$ cat config.mk
export PLATFORM = sky130hd
export DESIGN_NAME = debug_retire_buf
export DESIGN_NICKNAME = d
export VERILOG_FILES = /design/src/rtl/debug_retire_buf.sv
export SDC_FILE = /design/constraint.sdc
export NUM_CORES = 1
export LEC_CHECK = 0
export ABC_AREA = 1
export CORE_UTILIZATION = 41
export CTS_BUF_LIST = sky130_fd_sc_hd__clkbuf_4
export DETAILED_ROUTE_END_ITERATION = 10
export HOLD_SLACK_MARGIN = 0.15
export PLACE_DENSITY = 0.71
export SLEW_MARGIN = 10
export SYNTH_ARGS = -nofsm -noshare
export SYNTH_HDL_FRONTEND = slang
export SYNTH_SLANG_ARGS = --single-unit
$ cat constraint.sdc
create_clock -name clk -period 11.82 [get_ports clk]
set_input_delay 2.364 -clock clk [delete_from_list [all_inputs] [get_ports clk]]
set_output_delay 2.364 -clock clk [all_outputs]
set_load 0.02 [all_outputs]
$ cat src/rtl/debug_retire_buf.sv
// Retirement trace buffer: filters WB retire records and queues them for the debug sink.
// Optional build macro DEBUG_RETIRE_BYPASS_EN: an empty FIFO forwards straight to the output register.
module debug_retire_buf #(
    parameter int unsigned DEPTH     = 8,
    parameter bit          FILTER_X0 = 1'b1,
    parameter int unsigned CNT_W     = 16
) (
    input  logic                       clk,
    input  logic                       rst,
    input  logic                       ret_valid,
    input  logic [37:0]                ret_inst,
    input  logic [31:0]                ret_pc,
    input  logic                       ret_write_reg,
    input  logic [4:0]                 ret_reg_id,
    input  logic [31:0]                ret_reg_data,
    input  logic                       ret_write_mem,
    input  logic [31:0]                ret_mem_addr,
    input  logic [31:0]                ret_mem_data,
    input  logic                       drain_en,
    input  logic                       clr_overflow,
    output logic [37:0]                debug_inst,
    output logic [31:0]                debug_pc_cur,
    output logic                       debug_write_reg,
    output logic [4:0]                 debug_reg_id,
    output logic [31:0]                debug_reg_data,
    output logic                       debug_write_mem,
    output logic [31:0]                debug_mem_addr,
    output logic [31:0]                debug_mem_data,
    output logic [$clog2(DEPTH+1)-1:0] buf_count,
    output logic                       overflow,
    output logic [CNT_W-1:0]           drop_cnt
);

    localparam int unsigned PTR_W = $clog2(DEPTH);
    localparam int unsigned BC_W  = $clog2(DEPTH + 1);
    localparam int unsigned REC_W = 38 + 32 + 1 + 5 + 32 + 1 + 32 + 32;

    logic [REC_W-1:0] mem [DEPTH];
    logic [PTR_W-1:0] wr_ptr;
    logic [PTR_W-1:0] rd_ptr;

    logic             eff_reg_c;
    logic             accept_c;
    logic             empty_c;
    logic             full_c;
    logic             pop_c;
    logic             bypass_c;
    logic             push_c;
    logic             drop_c;
    logic             load_c;
    logic [REC_W-1:0] in_rec_c;
    logic [REC_W-1:0] load_rec_c;

    // Filter, FIFO control and output-source selection
    always_comb begin
        eff_reg_c  = ret_write_reg && !(FILTER_X0 && (ret_reg_id == 5'd0));
        accept_c   = ret_valid && (eff_reg_c || ret_write_mem);
        in_rec_c   = {ret_inst, ret_pc, eff_reg_c, ret_reg_id, ret_reg_data,
                      ret_write_mem, ret_mem_addr, ret_mem_data};
        empty_c    = (buf_count == BC_W'(0));
        full_c     = (buf_count == BC_W'(DEPTH));
        pop_c      = drain_en && !empty_c;
`ifdef DEBUG_RETIRE_BYPASS_EN
        bypass_c   = accept_c && drain_en && empty_c;
`else
        bypass_c   = 1'b0;
`endif
        // A full FIFO still accepts when the head leaves in the same cycle
        push_c     = accept_c && !bypass_c && (!full_c || pop_c);
        drop_c     = accept_c && !bypass_c && full_c && !pop_c;
        load_c     = pop_c || bypass_c;
        load_rec_c = pop_c ? mem[rd_ptr] : in_rec_c;
    end

    always_ff @(posedge clk) begin
        if (push_c) begin
            mem[wr_ptr] <= in_rec_c;
        end
    end

    // Pointers wrap naturally since DEPTH is a power of two
    always_ff @(posedge clk) begin
        if (rst) begin
            wr_ptr    <= '0;
            rd_ptr    <= '0;
            buf_count <= '0;
        end else begin
            if (push_c) begin
                wr_ptr <= wr_ptr + PTR_W'(1);
            end
            if (pop_c) begin
                rd_ptr <= rd_ptr + PTR_W'(1);
            end
            buf_count <= buf_count + BC_W'(push_c) - BC_W'(pop_c);
        end
    end

    // Output register: flags pulse for one cycle, data holds between records
    always_ff @(posedge clk) begin
        if (rst) begin
            debug_inst      <= '0;
            debug_pc_cur    <= '0;
            debug_write_reg <= 1'b0;
            debug_reg_id    <= '0;
            debug_reg_data  <= '0;
            debug_write_mem <= 1'b0;
            debug_mem_addr  <= '0;
            debug_mem_data  <= '0;
        end else if (load_c) begin
            {debug_inst, debug_pc_cur, debug_write_reg, debug_reg_id, debug_reg_data,
             debug_write_mem, debug_mem_addr, debug_mem_data} <= load_rec_c;
        end else begin
            debug_write_reg <= 1'b0;
            debug_write_mem <= 1'b0;
        end
    end

    // A drop coinciding with a clear restarts the count at one
    always_ff @(posedge clk) begin
        if (rst) begin
            overflow <= 1'b0;
            drop_cnt <= '0;
        end else if (drop_c) begin
            overflow <= 1'b1;
            if (clr_overflow) begin
                drop_cnt <= CNT_W'(1);
            end else if (!(&drop_cnt)) begin
                drop_cnt <= drop_cnt + CNT_W'(1);
            end
        end else if (clr_overflow) begin
            overflow <= 1'b0;
            drop_cnt <= '0;
        end
    end

endmodule

==> metrics.csv <==
metric,value,unit
drt wl/cell,19.9,um
Iter 0 DRT Violations,2802,
global-route wire length before repair,216000,um
Worst Setup End Kind,flop,
top post-synthesis cells by area,"edfxtp_1 69%, dfxtp_1 6.7%, o21ai_0 5.5%",
Max Root-Sink Buffers,4,
Net Switching,4.53,mW
I/O Pins,372,
Max Fclk,185,MHz
Initial Util,41.4,%
clock latency on the worst-skew pair,1.31,ns
critical path class,input pin to flop,
Pre-antenna DRT Iters,6,
largest area contributor in the netlist,edfxtp_1,
internal power,10.1,mW
Seq pwr share,46.0,%
# rows,140,
vias in the first global route,37000,
PostCTS Resize Cnt,0,
Largest register FFs,1384,
via/cell ratio,5.29,
DRC,0,
CP Launch Type,input pin,
setup_tns,0,ns
# setup viols final,0,
"most common cell after layout, fill and taps aside",edfxtp_1,
H-Tree Depth,5,
Cells after Synth,4397,
Relative slew margins,15.7,%
CTS tree,built,
Yosys top cell area share,68.9,%
Syn Nets,4584,
critical path required time,12.64,ns
via count,37900,
TritonCTS Sinks,1587,
sequential-to-total area share from yosys stat,75.6,%
final setup skew,0.167,ns
Num CTS Buffers,405,
Yosys warning total,0,
count of input and output buffers,371,
Die Width,386,um
PnR Total Power,14.7,mW
"Area growth, synth to finish",17.0,%
clock network fraction of total power,30.9,%
# Post-CTS Setup Buffers,0,
Tmin final,5.41,ns
Core Footprint,146000,um2
Mapped Area,60300,um2
layout cells sized above 1,13.8,%
Cell variety after synth,38,
final hold vios,0,
Min-Delay Path Class,flop to flop,
Comb power frac,23.1,%
period utilization,45.8,%
Slew @ Worst Pin,1.26,ns
fin. max-slew vios,0,
gr ovfl total,0,
WL final,142000,um
static leakage,22.8,nW
RSZ-0062 raised after global routing,no,
Post-DRT Antenna Nets,0,
Clock Tree Root,clkbuf_4,
Net Sw Frac,30.9,%
full die area,149000,um2
syn_area_per_cell,13.7,um2
"critical path fanouts, max",54,
Hold Buf Count CTS,0,
biggest regs,"mem: 1384 flops, debug_inst: 38 flops",
Final Wtd Congestion,0.818,
status,finished clean,
Synth Register Bits,1587,
Setup WS pre-CTS,5.11,ns
MaxCap Viol Count,0,
dpl hpwl,76600,um
Power Density,208,nW/um2
Max VDD drop,0.161,mV
worst setup margin,6.41,ns
most frequent cells in the layout,"1384 x edfxtp_1, 729 x nor2_1, 662 x o21ai_0",
All-Layer GR Usage,18.9,%
CP arrival,6.23,ns
initial antenna violation count,36,
clock slew at reported path FFs,0.06,ns
chip height,386,um
Layout Nets,5097,
largest net degree at the start of global routing,249,
Reg with most FFs,mem,
layer usage:
| metal | wire (um) | share of wire [%] | vias to the layer above | GRT usage, % |
|---|---|---|---|---|
| li1 | - | - | 17800 | - |
| met1 | 59300 | 42 | 18500 | 24.3 |
| met2 | 69800 | 49 | 1210 | 31.1 |
| met3 | 10100 | 7.1 | 252 | 4.62 |
| met4 | 3000 | 2.1 | 36 | 7.10 |
| met5 | 239 | 0.17 | - | 0 |
through the flow:
step	utilization, %	hold WS [ns]	cell area, um2	std cells
floorplan	-	0.433	60300	4397
global placement	44.9	0.437	65400	6420
detailed placement	44.9	0.449	65400	6420
CTS	48.4	0.458	70500	7132
global route	48.4	0.502	70500	7147
finish	48.4	0.461	70600	7159
Yosys cell counts:
cell      number
edfxtp_1    1384
nor2_1       737
o21ai_0      662
o21ai_1      205
dfxtp_1      203
a21oi_1      196
clkbuf_1     176
mux2i_1      171
o211ai_1     171
o22ai_1      171
nand2_1       74
buf_2         64
buf_6         39
inv_1         37
buf_1         27
nand3_1       22
nand4_1       14
ha_1           8
nor3_1         5
o32ai_1        4
buf_4          3
clkinv_1       3
o21bai_1       3
inv_2          2
nand2_2        2
nor2_4         2
a21o_1         1
buf_8          1
fa_1           1
inv_8          1
nand2_4        1
nand3_2        1
nand3_4        1
nand4_4        1
nor2_2         1
or2_2          1
xnor2_1        1
xor2_1         1
cell families after synthesis:
family / share of synthesized area, %
AO/OA/AOI/OAI: 12.8
XOR/XNOR: 0.0290
adder cells (fa/ha/maj): 0.199
buffers and inverters: 2.86
flip-flops: 75.6
multiplexers: 2.84
AND/OR/NAND/NOR: 5.59
critical path, stage by stage:
cell and delay (ns):
clkdlybuf4s50_1 0.66, nor2_1 0.20, nand3_1 0.15, nand2_1 0.10, nand2_1 0.12, nand3_1 0.21, nor2_1 0.15, inv_1 0.17
nor2_4 0.48, buf_4 0.69, buf_4 0.85
power groups by stage:
stage | Combinational (mW) | Sequential (mW) | Clock (mW)
floorplan | 1.98 | 7.09 | 0
global placement | 3.34 | 6.86 | 0
detailed placement | 3.40 | 6.86 | 0
CTS | 3.42 | 6.75 | 4.66
global route | 3.72 | 6.79 | 4.95
finish | 3.39 | 6.74 | 4.52
layout make-up:
class,count,area [um2]
multi-input cells,2457,13000
repair buffers,416,4150
clock buffers,631,4740
fillers,12500,75200
well taps,1917,2400
inverters,43,203
diodes,27,67.6
flip-flops and latches,1587,45600
clock inverters,81,349
path summary, 6_finish.rpt:
path,from,to,slack (ns),cells past startpoint
max,ret_reg_id[0],mem[5][165],6.41,11
min reg2reg,rd_ptr[2],flop,0.46,2
min,rd_ptr[2],flop,0.46,2
max reg2reg,flop,debug_mem_addr[13],7.82,6
Note: power is estimated with default switching activity, not from simulation.
